### config.mk
export PLATFORM = sky130hd
export DESIGN_NAME = des_key_schedule
export DESIGN_NICKNAME = d
export VERILOG_FILES = /design/src/rtl/des_pkg.sv /design/src/rtl/des_pc2.sv /design/src/rtl/des_key_schedule.sv
export SDC_FILE = /design/constraint.sdc
export NUM_CORES = 1
export LEC_CHECK = 0
export BUFFER_PORTS_ARGS = -buffer_cell sky130_fd_sc_hd__buf_2
export CORE_AREA = 4 4 111 113
export DETAILED_ROUTE_END_ITERATION = 10
export DIE_AREA = 0 0 115 117
export PLACE_DENSITY = 0.77
export SYNTH_ARGS = -nofsm -noshare
export SYNTH_HDL_FRONTEND = slang
export SYNTH_SLANG_ARGS = --single-unit
### constraint.sdc
create_clock -name clk -period 2.3 [get_ports clk]
set_input_delay 0.345 -clock clk [delete_from_list [all_inputs] [get_ports clk]]
set_output_delay 0.345 -clock clk [all_outputs]
set_load 0.03 [all_outputs]
### src/rtl/des_pkg.sv
// Shared DES key-schedule definitions: permutation tables, shift amounts,
// mode/state types and the 28-bit half rotations.
package des_pkg;

    typedef enum logic {ENC = 1'b0, DEC = 1'b1} des_mode_t;
    typedef enum logic {S_IDLE = 1'b0, S_ACTIVE = 1'b1} des_state_t;

    // Entries are 1-based DES bit numbers of the 64-bit key (bit 1 = MSB).
    localparam int PC1_TAB [56] = '{
        57, 49, 41, 33, 25, 17,  9,  1, 58, 50, 42, 34, 26, 18,
        10,  2, 59, 51, 43, 35, 27, 19, 11,  3, 60, 52, 44, 36,
        63, 55, 47, 39, 31, 23, 15,  7, 62, 54, 46, 38, 30, 22,
        14,  6, 61, 53, 45, 37, 29, 21, 13,  5, 28, 20, 12,  4
    };

    // Entries are 1-based bit numbers of the 56-bit C/D register (bit 1 = MSB).
    localparam int PC2_TAB [48] = '{
        14, 17, 11, 24,  1,  5,  3, 28, 15,  6, 21, 10,
        23, 19, 12,  4, 26,  8, 16,  7, 27, 20, 13,  2,
        41, 52, 31, 37, 47, 55, 30, 40, 51, 45, 33, 48,
        44, 49, 39, 56, 34, 53, 46, 42, 50, 36, 29, 32
    };

    // SHIFT_TAB[n-1] is the left-shift amount of DES round n.
    localparam logic [1:0] SHIFT_TAB [16] = '{
        2'd1, 2'd1, 2'd2, 2'd2, 2'd2, 2'd2, 2'd2, 2'd2,
        2'd1, 2'd2, 2'd2, 2'd2, 2'd2, 2'd2, 2'd2, 2'd1
    };

    function automatic logic [27:0] rotl28(input logic [27:0] v, input logic [1:0] n);
        return (n == 2'd2) ? {v[25:0], v[27:26]} : {v[26:0], v[27]};
    endfunction

    function automatic logic [27:0] rotr28(input logic [27:0] v, input logic [1:0] n);
        return (n == 2'd2) ? {v[1:0], v[27:2]} : {v[0], v[27:1]};
    endfunction

    function automatic logic [55:0] rotl_cd(input logic [55:0] cd, input logic [1:0] n);
        return {rotl28(cd[55:28], n), rotl28(cd[27:0], n)};
    endfunction

    function automatic logic [55:0] rotr_cd(input logic [55:0] cd, input logic [1:0] n);
        return {rotr28(cd[55:28], n), rotr28(cd[27:0], n)};
    endfunction

endpackage

### src/rtl/des_pc2.sv
// Combinational DES PC-2 permutation: 56-bit C/D value to 48-bit subkey.
module des_pc2
    import des_pkg::*;
(
    input  logic [55:0] i_cd,
    output logic [47:0] o_subkey
);

    genvar gi;
    generate
        for (gi = 0; gi < 48; gi++) begin : g_pc2
            assign o_subkey[47-gi] = i_cd[56-PC2_TAB[gi]];
        end
    endgenerate

    // PC-2 drops C/D bits 9, 18, 22, 25, 35, 38, 43 and 54.
    logic w_unused_bits;
    assign w_unused_bits = ^{i_cd[47], i_cd[38], i_cd[34], i_cd[31],
                             i_cd[21], i_cd[18], i_cd[13], i_cd[2]};

endmodule

### src/rtl/des_key_schedule.sv
// DES round-subkey generator: loads a key through PC-1 and walks the C/D
// register forward (encrypt) or backward (decrypt), one subkey per enable.
module des_key_schedule
    import des_pkg::*;
(
    input  logic        clk,
    input  logic        n_rst,
    input  logic        key_load,
    input  logic [63:0] key_in,
    input  logic        decrypt,
    input  logic        des_enable,
    output logic [47:0] subkey,
    output logic [3:0]  round,
    output logic        subkey_valid,
    output logic        sched_done
);

    des_state_t r_state, w_state_next;
    des_mode_t  r_mode,  w_mode_next;
    logic [55:0] r_cd,    w_cd_next;
    logic [3:0]  r_round, w_round_next;
    logic        r_done,  w_done_next;

    logic [55:0] w_pc1;
    logic [3:0]  w_shift_idx;
    logic [1:0]  w_shift;

    genvar gi;
    generate
        for (gi = 0; gi < 56; gi++) begin : g_pc1
            assign w_pc1[55-gi] = key_in[64-PC1_TAB[gi]];
        end
    endgenerate

    // Parity bits 8, 16, ..., 64 never reach the schedule.
    logic w_unused_parity;
    assign w_unused_parity = ^{key_in[56], key_in[48], key_in[40], key_in[32],
                               key_in[24], key_in[16], key_in[8],  key_in[0]};

    // Encrypt position p moves to C/D of round p+2; decrypt undoes round 16-p.
    assign w_shift_idx = (r_mode == DEC) ? (4'd15 - r_round) : (r_round + 4'd1);
    assign w_shift     = SHIFT_TAB[w_shift_idx];

    always_ff @(posedge clk or negedge n_rst) begin
        if (!n_rst) begin
            r_state <= S_IDLE;
            r_mode  <= ENC;
            r_cd    <= '0;
            r_round <= '0;
            r_done  <= 1'b0;
        end else begin
            r_state <= w_state_next;
            r_mode  <= w_mode_next;
            r_cd    <= w_cd_next;
            r_round <= w_round_next;
            r_done  <= w_done_next;
        end
    end

    always_comb begin
        w_state_next = r_state;
        w_mode_next  = r_mode;
        w_cd_next    = r_cd;
        w_round_next = r_round;
        w_done_next  = 1'b0;
        if (key_load) begin
            w_state_next = S_ACTIVE;
            w_mode_next  = decrypt ? DEC : ENC;
            w_round_next = 4'd0;
            // C16/D16 equal C0/D0, so decrypt starts straight from PC-1.
            w_cd_next    = decrypt ? w_pc1 : rotl_cd(w_pc1, 2'd1);
        end else if (des_enable && (r_state == S_ACTIVE)) begin
            if (r_round == 4'd15) begin
                w_state_next = S_IDLE;
                w_done_next  = 1'b1;
            end else begin
                w_cd_next    = (r_mode == DEC) ? rotr_cd(r_cd, w_shift)
                                               : rotl_cd(r_cd, w_shift);
                w_round_next = r_round + 4'd1;
            end
        end
    end

    des_pc2 u_pc2 (
        .i_cd     (r_cd),
        .o_subkey (subkey)
    );

    assign round        = r_round;
    assign subkey_valid = (r_state == S_ACTIVE);
    assign sched_done   = r_done;

endmodule

==> results.toml <==
[synthesis]
avgSynthCellArea_um2 = 8.43
ys_top_cells_by_count = "80 x nand2_1, 63 x dfrtp_1, 57 x mux2i_1, 50 x buf_4, 48 x nand3_1"
synthTopCellsByArea = "dfrtp_1 28%, mux2i_1 10%, buf_4 6.7%, nand2_1 5.3%, nand3_1 4.3%"
syn_inst = 669
yosys_register_bits = 63
syn_nets = 739
synth_warnings = 0
synthFlopType = "dfrtp_1"
yosys.area.top_type = "dfrtp_1"
synth_edf_count = 0
yosysMostFrequentCell = "nand2_1"
ys_async_sr_fraction = 1.00
syn-cell-area_mm2 = 0.00564
synth_top_area_frac = 0.280
synthDistinctLibCells = 54
ys_seq_area_frac = 0.280

[floorplanning]
rows = 39
core_mm2 = 0.0113
fp.dieArea_mm2 = 0.0135
die_y_um = 117
io_pins = 123
initial_core_util = 0.498
die_w_um = 115

[final_layout]
drive_above_1_share = 0.313
antenna_cells = 0
n_fill_cell = 1023
syn_to_final_growth_pct = 15.5
layout.cells.non_filler = 882
nets = 805

[route]
vias_per_cell = 6.75
drc_errors = 0
num_vias = 5956
routedWlPerCell_um = 22.0
routed_wirelength_um = 19400
dr.pass1.iters = 6
drtIter0Drc = 839
drtAntennaViolNets = 0

[sta]
post-route-period-util = 0.975
setup_viol = 0
max_freq_ghz = 0.446
slew_headroom = 0.644
post-route-min-period_ps = 2240
rsz0062_at_grt = "yes"
holdWs_ps = 24.6
drv_slew = 0
hold_viol = 0
fin_skew_ps = 9.10
setup_tns_ps = 0
tightestPinTransition_ps = 532

[critical_path]
cp_max_fo = 27
worstReg2RegStart = "round[1]"
start_kind = "register"
critPathArrivalTime_ps = 2490
crit_type = "register to register"
crit_path_end_kind = "register"
r2r_end = "r_cd[36]"
required_ps = 2540
r2r_cells = 7
r2r_setup_slack_ps = 60

[power_and_ir_drop]
swShare = 0.405
seqPwrFrac = 0.331
p_comb_frac = 0.388
p_int_mw = 2.96
p_sw_mw = 2.02
total_power_mw = 4.98
peakVddDrop_uv = 386
leakagePower_nw = 2.90
p_clk_frac = 0.281
power_density_mw_per_mm2 = 764

[placed_design]
hpwl_um = 13400
port_buffers = 114
gp_congestion = 0.929
dp_cells = 867

[hold_path]
hold_path_class = "primary input to asynchronous set/reset pin"

[run]
drv_cap = 0

[cts]
cts_buffer_depth = 2
cts_sinks = 63
h-tree-depth = 3
cts_buffers = 9
clk_pin_slew_worst_paths_ps = 50
clk_latency_ps = 330
cts_tree = "done"
cts-root-buf = "clkbuf_16"

[global_route]
grt_pass1_wl_um = 30600
antenna_found_initial = 0
grt_max_degree = 64
gr-total-overflow = 0
grt_pass1_vias = 5918
grt.total_usage = 0.287

[run_status]
status = "finished, final reports clean"
## metal layers
| metal | share of wire | routed length (um) | GRT usage |
|---|---|---|---|
| met5 | 0 | 0 | 0 |
| met1 | 0.39 | 7640 | 0.377 |
| met4 | 0.040 | 783 | 0.116 |
| met3 | 0.12 | 2240 | 0.0627 |
| met2 | 0.45 | 8700 | 0.461 |
## worst max-delay path: stages (launching register included)
cell and delay (ps):
dfrtp_2 400, buf_4 150, or4_4 570, nand2_2 120, a211o_1 180, buf_12 230, mux2_4 320, a31oi_1 190
## layout make-up
type	instances	area, um^2	area share
flip-flops and latches	63	1580	0.243
multi-input cells	493	3400	0.522
clock buffers	12	256	0.0394
well taps	143	179	0.0275
repair buffers	168	1050	0.162
clock inverters	3	42.5	0.00653
## repair_timing
action / CTS / global route
hold buffers: 0 / 0
endpoints found under the setup margin: 0 / 5
gates resized for setup: 0 / 3
buffers inserted: 0 / 0
## power groups by stage
| stage | Sequential [mW] | Combinational [mW] | Clock, mW |
|---|---|---|---|
| after floorplan | 1.53 | 1.55 | 0 |
| after global placement | 1.63 | 1.86 | 0 |
| after detailed placement | 1.65 | 1.89 | 0 |
| after CTS | 1.63 | 1.90 | 1.41 |
| after global routing | 1.68 | 2.05 | 1.46 |
| final | 1.65 | 1.93 | 1.40 |
## sequential cells by signal, summed over array words and instances, names as in the netlist
name	count
subkey_valid	1
sched_done	1
r_cd	56
round	4
r_mode	1
## placed cells by master (no fill, tap or decap), types with 34 or more instances in the layout
cell     synthesis  final
mux2i_1         57     57
a31oi_1         37     37
dfrtp_1         63     60
buf_4           50     49
o21ai_0         34     34
nor2_1          39     39
nand3_1         48     48
nand2_1         80     79
a21oi_1         44     44
buf_2            9    113
## through the flow
| stage | util | worst slack, ps | instance area, um^2 |
|---|---|---|---|
| after floorplan | - | -12.5 | 5640 |
| after global placement | 0.547 | 97.5 | 6190 |
| after detailed placement | 0.547 | 78.2 | 6190 |
| after CTS | 0.573 | 45.7 | 6490 |
| after global routing | 0.575 | -23.1 | 6510 |
| final | 0.575 | 56.7 | 6510 |
## logic make-up after synthesis
| kind of cell | share of synthesized area |
|---|---|
| AND/OR/NAND/NOR | 0.187 |
| AO/OA/AOI/OAI | 0.249 |
| buffers and inverters | 0.124 |
| multiplexers | 0.152 |
| flip-flops | 0.280 |
| XOR/XNOR | 0.00599 |
| adder cells (fa/ha/maj) | 0.00222 |
## how the worst max path moves through the flow
stage / to / slack (ps) / depth (start not counted) / start
floorplan: r_cd[2] / -10 / 7 / round[0]
CTS: r_cd[37] / 50 / 7 / round[1]
detailed placement: r_cd[20] / 80 / 7 / round[1]
finish: r_cd[36] / 60 / 7 / round[1]
global route: r_cd[20] / -20 / 7 / round[1]
global placement: r_cd[20] / 100 / 7 / round[1]
(Power assumes the default switching activity.)
